## src/rtl/log_pkg.sv

```systemverilog
// Shared constants and FSM state type for the log range-reduce stage and the evaluator.
package log_pkg;
    localparam int DIN_W  = 32;
    localparam int MANT_W = 32;
    localparam int FRAC_W = 30;
    localparam int EXP_W  = 6;

    typedef enum logic [1:0] {IDLE, NORM, DONE} state_t;
endpackage

```

## src/rtl/log_range_reduce_if.sv

```systemverilog
// Operand-in / result-out handshake bundle for log_range_reduce.
interface log_range_reduce_if;
    import log_pkg::*;
    logic              in_valid;
    logic              in_ready;
    logic [DIN_W-1:0]  in_data;
    logic              out_valid;
    logic              out_ready;
    logic [MANT_W-1:0] out_mant;
    logic [EXP_W-1:0]  out_exp;
    logic              out_zero;

    modport master (output in_valid, in_data, out_ready,
                    input  in_ready, out_valid, out_mant, out_exp, out_zero);
    modport slave  (input  in_valid, in_data, out_ready,
                    output in_ready, out_valid, out_mant, out_exp, out_zero);
endinterface

```

## src/rtl/log_range_reduce.sv

```systemverilog
// Iterative normaliser: shifts the operand left until bit31 is set, emits Q2.30 mantissa,
// MSB exponent and zero flag. Optional LOG_RR_COARSE_SHIFT_EN adds 8-bit skip steps.
module log_range_reduce
    import log_pkg::*;
(
    input  logic          clk,
    input  logic          rst,
    log_range_reduce_if.slave bus
);
    state_t             r_state;
    logic [DIN_W-1:0]   r_sr;
    logic [4:0]         r_cnt;
    logic               r_in_ready;
    logic               r_valid;
    logic [MANT_W-1:0]  r_mant;
    logic [EXP_W-1:0]   r_exp;
    logic               r_zero;
    logic [4:0]         w_msb;

    assign w_msb = 5'd31 - r_cnt;

    always_ff @(posedge clk) begin
        if (rst) begin
            r_state    <= IDLE;
            r_sr       <= '0;
            r_cnt      <= '0;
            r_in_ready <= 1'b1;
            r_valid    <= 1'b0;
            r_mant     <= '0;
            r_exp      <= '0;
            r_zero     <= 1'b0;
        end else begin
            case (r_state)
                IDLE: begin
                    if (bus.in_valid && r_in_ready) begin
                        r_sr       <= bus.in_data;
                        r_cnt      <= '0;
                        r_in_ready <= 1'b0;
                        if (bus.in_data == '0) begin
                            r_mant  <= '0;
                            r_exp   <= '0;
                            r_zero  <= 1'b1;
                            r_state <= DONE;
                        end else begin
                            r_state <= NORM;
                        end
                    end
                end
                NORM: begin
                    if (r_sr[31]) begin
                        r_mant  <= {1'b0, r_sr[31:1]};
                        r_exp   <= {{(EXP_W-5){1'b0}}, w_msb};
                        r_zero  <= 1'b0;
                        r_state <= DONE;
                    end else
`ifdef LOG_RR_COARSE_SHIFT_EN
                    // Top byte empty: skip eight positions at once; cnt stays <= 31 since sr != 0.
                    if (r_sr[31:24] == 8'd0) begin
                        r_sr  <= {r_sr[23:0], 8'd0};
                        r_cnt <= r_cnt + 5'd8;
                    end else
`endif
                    begin
                        r_sr  <= {r_sr[30:0], 1'b0};
                        r_cnt <= r_cnt + 5'd1;
                    end
                end
                DONE: begin
                    // out_valid rises one cycle after entering DONE, then waits for out_ready.
                    if (!r_valid) begin
                        r_valid <= 1'b1;
                    end else if (bus.out_ready) begin
                        r_valid    <= 1'b0;
                        r_in_ready <= 1'b1;
                        r_state    <= IDLE;
                    end
                end
                default: r_state <= IDLE;
            endcase
        end
    end

    assign bus.in_ready  = r_in_ready;
    assign bus.out_valid = r_valid;
    assign bus.out_mant  = r_mant;
    assign bus.out_exp   = r_exp;
    assign bus.out_zero  = r_zero;
endmodule

```

## src/flat_wrapper.sv

```systemverilog
// flat-port wrapper written by rule: the top's interface ports become plain ports
module log_range_reduce_flat import log_pkg::*;
  (clk, rst, bus_in_valid, bus_in_data, bus_out_ready, bus_in_ready, bus_out_valid, bus_out_mant, bus_out_exp, bus_out_zero);
  log_range_reduce_if bus_i ();
  input  logic clk;
  input  logic rst;
  input wire logic [$bits(bus_i.in_valid)-1:0] bus_in_valid;
  input wire logic [$bits(bus_i.in_data)-1:0] bus_in_data;
  input wire logic [$bits(bus_i.out_ready)-1:0] bus_out_ready;
  output wire logic [$bits(bus_i.in_ready)-1:0] bus_in_ready;
  output wire logic [$bits(bus_i.out_valid)-1:0] bus_out_valid;
  output wire logic [$bits(bus_i.out_mant)-1:0] bus_out_mant;
  output wire logic [$bits(bus_i.out_exp)-1:0] bus_out_exp;
  output wire logic [$bits(bus_i.out_zero)-1:0] bus_out_zero;
  assign bus_i.in_valid = bus_in_valid;
  assign bus_i.in_data = bus_in_data;
  assign bus_i.out_ready = bus_out_ready;
  assign bus_in_ready = bus_i.in_ready;
  assign bus_out_valid = bus_i.out_valid;
  assign bus_out_mant = bus_i.out_mant;
  assign bus_out_exp = bus_i.out_exp;
  assign bus_out_zero = bus_i.out_zero;
  log_range_reduce u_core (.clk(clk), .rst(rst), .bus(bus_i));
endmodule
```

## config.mk

```make
export PLATFORM = sky130hd
export DESIGN_NAME = log_range_reduce_flat
export DESIGN_NICKNAME = d
export VERILOG_FILES = /design/src/rtl/log_pkg.sv /design/src/rtl/log_range_reduce_if.sv /design/src/rtl/log_range_reduce.sv /design/src/flat_wrapper.sv
export SDC_FILE = /design/constraint.sdc
export NUM_CORES = 1
export LEC_CHECK = 0
export ABC_CLOCK_PERIOD_IN_PS = 3100
export BUFFER_PORTS_ARGS = -buffer_cell sky130_fd_sc_hd__buf_4
export CAP_MARGIN = 15
export CORE_MARGIN = 2
export CORE_UTILIZATION = 56
export DETAILED_ROUTE_END_ITERATION = 10
export PLACE_DENSITY = 0.93
export SLEW_MARGIN = 10
export SYNTH_ARGS = -nofsm -noshare
export SYNTH_HDL_FRONTEND = slang
export SYNTH_SLANG_ARGS = --single-unit
```

## constraint.sdc

```tcl
create_clock -name clk -period 3.1 [get_ports clk]
set_clock_uncertainty 0.2 [all_clocks]
set_input_delay 0.31 -clock clk [delete_from_list [all_inputs] [get_ports clk]]
set_output_delay 0.31 -clock clk [all_outputs]
set_load 0.02 [all_outputs]
```

==> results.py <==
metrics = {
    "pwr": {
        "power_density_nw_per_um2": 595.8,
        "power_w": 0.002211,
        "power.leakage_nw": 1.524,
        "ir_drop_mv": 0.3245,
    },
    "clock_network": {
        "clkLatencyLatePin_ns": 0.35,
        "cts_resized": 0,
        "post_cts_buffers": 0,
        "htree_levels": 3,
        "clk_path_buf_depth": 2,
        "tritoncts": "built",
        "numCtsBuffers": 9,
        "hold_buffers": 0,
        "clkTransAtPathRegs_ns": 0.07,
        "clock-sinks": 78,
        "cts-root-buf": "clkbuf_8",
    },
    "critical_path": {
        "worst_path_max_delay_cell": "nor3b_4",
        "worstSetupEndpointType": "flop",
        "r2r-end": "u_core.bus.out_mant[1]",
        "required_ns": 3.19,
        "reg2reg_depth": 5,
        "critPathArrivalTime_ns": 2.39,
        "cp_cell_sequence": "nor3b_4 -> nor3_2 -> a311oi_4 -> buf_4 -> a22o_1",
        "cp_slowest_stage_delay_ns": 0.56,
        "cp-start-kind": "flop",
        "r2r_slack_ns": 0.81,
        "critPathMaxFanout": 19,
        "crit_type": "reg2reg",
        "r2r-start": "u_core.r_state[0]",
    },
    "cells_and_area": {
        "nNetsFinal": 398,
        "drive_gt1_share_pct": 27.60,
        "final_util_pct": 73.13,
        "area_delta_synth_final_pct": 27.41,
        "diodes": 0,
    },
    "floorplan": {
        "die_h_um": 76.12,
        "die_w_um": 76.12,
        "start_util_pct": 57.40,
        "die-area_um2": 5794,
        "num_rows": 26,
        "coreArea_um2": 5075,
        "pin_count": 77,
    },
    "detailed_routing": {
        "drt_iter0_markers": 191,
        "dr_total_vias": 2590,
        "viasPerCell": 5.940,
        "antenna_left": 0,
        "wl_per_cell_um": 16.75,
        "dr.pass1.iters": 4,
        "drc": 0,
        "drt-total-wl_um": 7303,
    },
    "yosys": {
        "synth.distinct_cells": 37,
        "netlist_instances": 293,
        "avgSynthCellArea_um2": 9.941,
        "yosysWarnings": 0,
        "synth_top_area_share_pct": 53.61,
        "synth.ff_latch_count": 78,
        "ys_seq_area_share_pct": 53.61,
        "synth.area.mux_share_pct": 0,
        "synth_fa_ha_area_share_pct": 0.4296,
        "synth-main-ff-cell": "dfxtp_1",
        "synth_top_family_by_area": "compound AO/OA/AOI/OAI gates",
        "async_flop_share_pct": 0,
        "synth_edf_count": 0,
        "syn_area_um2": 2913,
        "ys_top_cells_by_count": "dfxtp_1, a22o_1, nor2_1",
        "synth.most_common_cell": "dfxtp_1",
        "synth_xor_area_share_pct": 0.9021,
        "synth_area_leaders": "dfxtp_1, a22o_1, a22oi_1",
        "yosys.area_share.simple_pct": 13.62,
        "synth_compound_area_share_pct": 26.33,
        "synth_largest_area_cell": "dfxtp_1",
    },
    "sta": {
        "final-setup-viol-count": 0,
        "relSlewSlack_pct": 50.30,
        "fmaxAchievable_ghz": 0.4359,
        "post-route-min-period_ns": 2.294,
        "drv_slew": 0,
        "fin_crit_sh_pct": 74.01,
        "worst_pin_slew_ns": 0.7428,
        "tns_ns": 0,
        "rsz0062_at_grt": "no",
        "hold_violations": 0,
    },
    "global_routing": {
        "grt_pass1_vias": 2518,
        "grt_max_degree": 33,
        "track_usage_pct": 26.48,
        "grt_pass1_wl_um": 12240,
        "antenna_found_initial": 0,
        "grt.overflow.total": 0,
    },
    "min_path": {
        "min_to": "u_core.r_sr[0]",
        "hold_class": "in2reg",
        "worstHoldStart": "bus_in_data[0]",
        "min_path_cells": 3,
    },
    "place": {
        "portBuffers": 74,
        "routabilityCongestion": 0.8527,
        "dp_hpwl_um": 4985,
    },
    "run_status": {
        "status": "finished, final reports clean",
    },
    "job": {
        "cap_viol_max_count": 0,
    },
}
==> worst max-delay path: cells and delay by family (launching register included) <==
kind | cells | cell delay, ns
AOI/OAI and AO/OA | 2 | 0.51
buffers and inverters | 1 | 0.29
DFF | 1 | 0.54
and+or+nand+nor | 2 | 0.69
==> cells by family after synthesis <==
kind of cell | count (synthesis)
AOI/OAI and AO/OA | 101
and+or+nand+nor | 81
DFF | 78
buffers and inverters | 28
xor gates and xnor gates | 3
adders and majority gates | 1
other | 1
==> sequential cells by signal, summed over array words and instances (netlist names) <==
register / count
u_core.bus.out_mant: 31
u_core.r_cnt: 5
u_core.bus.out_exp: 5
u_core.bus.out_zero: 1
u_core.bus.out_valid: 1
u_core.r_state: 2
u_core.r_sr: 32
u_core.bus.in_ready: 1
==> per-layer routing <==
metal  vias to the layer above  part of all wire, %  track usage (%)
li1                       1230                    -                -
met1                      1220                   43            33.90
met2                       114                   48            40.71
met3                        26                  6.6            8.294
met4                         0                  3.1            13.09
met5                         -                    0                0
==> cell usage in the layout (no fill, tap or decap), types with 4 or more instances in the layout <==
master     count
buf_4         81
dfxtp_1       78
a22o_1        30
nor2_1        28
nand2_1       26
a21oi_1       26
a22oi_1       19
o221ai_1      11
clkbuf_8      10
nor4_1         8
o2bb2ai_1      5
nor3_1         4
==> where the power goes <==
group	internal, W	switching, W
Combinational	0.000115	0.000164
Clock	0.000473	0.000346
Sequential	0.00106	0.0000535
==> area by class of cell <==
cell class | count | area (um2)
Tap cell | 70 | 87.58
Sequential cell | 78 | 1562
Clock inverter | 4 | 70.07
Multi-Input combinational cell | 188 | 1227
Fill cell | 380 | 1364
Inverter | 3 | 11.26
Clock buffer | 12 | 145.1
Timing Repair Buffer | 81 | 608.1
==> through the flow <==
step           setup slack [ns]  hold slack [ns]  area [um2]  std cells
2_1_floorplan             1.239           0.2234        2917        294
3_3_place_gp             0.9618           0.2501        3496        420
3_5_place_dp             0.8414           0.2380        3496        420
4_1_cts                  0.8207         0.008139        3711        436
5_1_grt                  0.6582          0.03580        3711        436
6_report                 0.8057          0.02301        3711        436
==> worst max path at each step <==
| stage | start | endpoint | slack [ns] |
|---|---|---|---|
| final | u_core.r_state[0] | u_core.bus.out_mant[1] | 0.81 |
| after global routing | u_core.r_state[0] | u_core.bus.out_mant[18] | 0.66 |
| after CTS | u_core.r_state[0] | u_core.bus.out_mant[18] | 0.82 |
| after detailed placement | u_core.r_state[0] | u_core.bus.out_mant[18] | 0.84 |
| after global placement | u_core.r_state[0] | u_core.bus.out_mant[1] | 0.96 |
| after floorplan | u_core.r_state[1] | u_core.bus.out_mant[25] | 1.24 |
(Power assumes the default switching activity.)
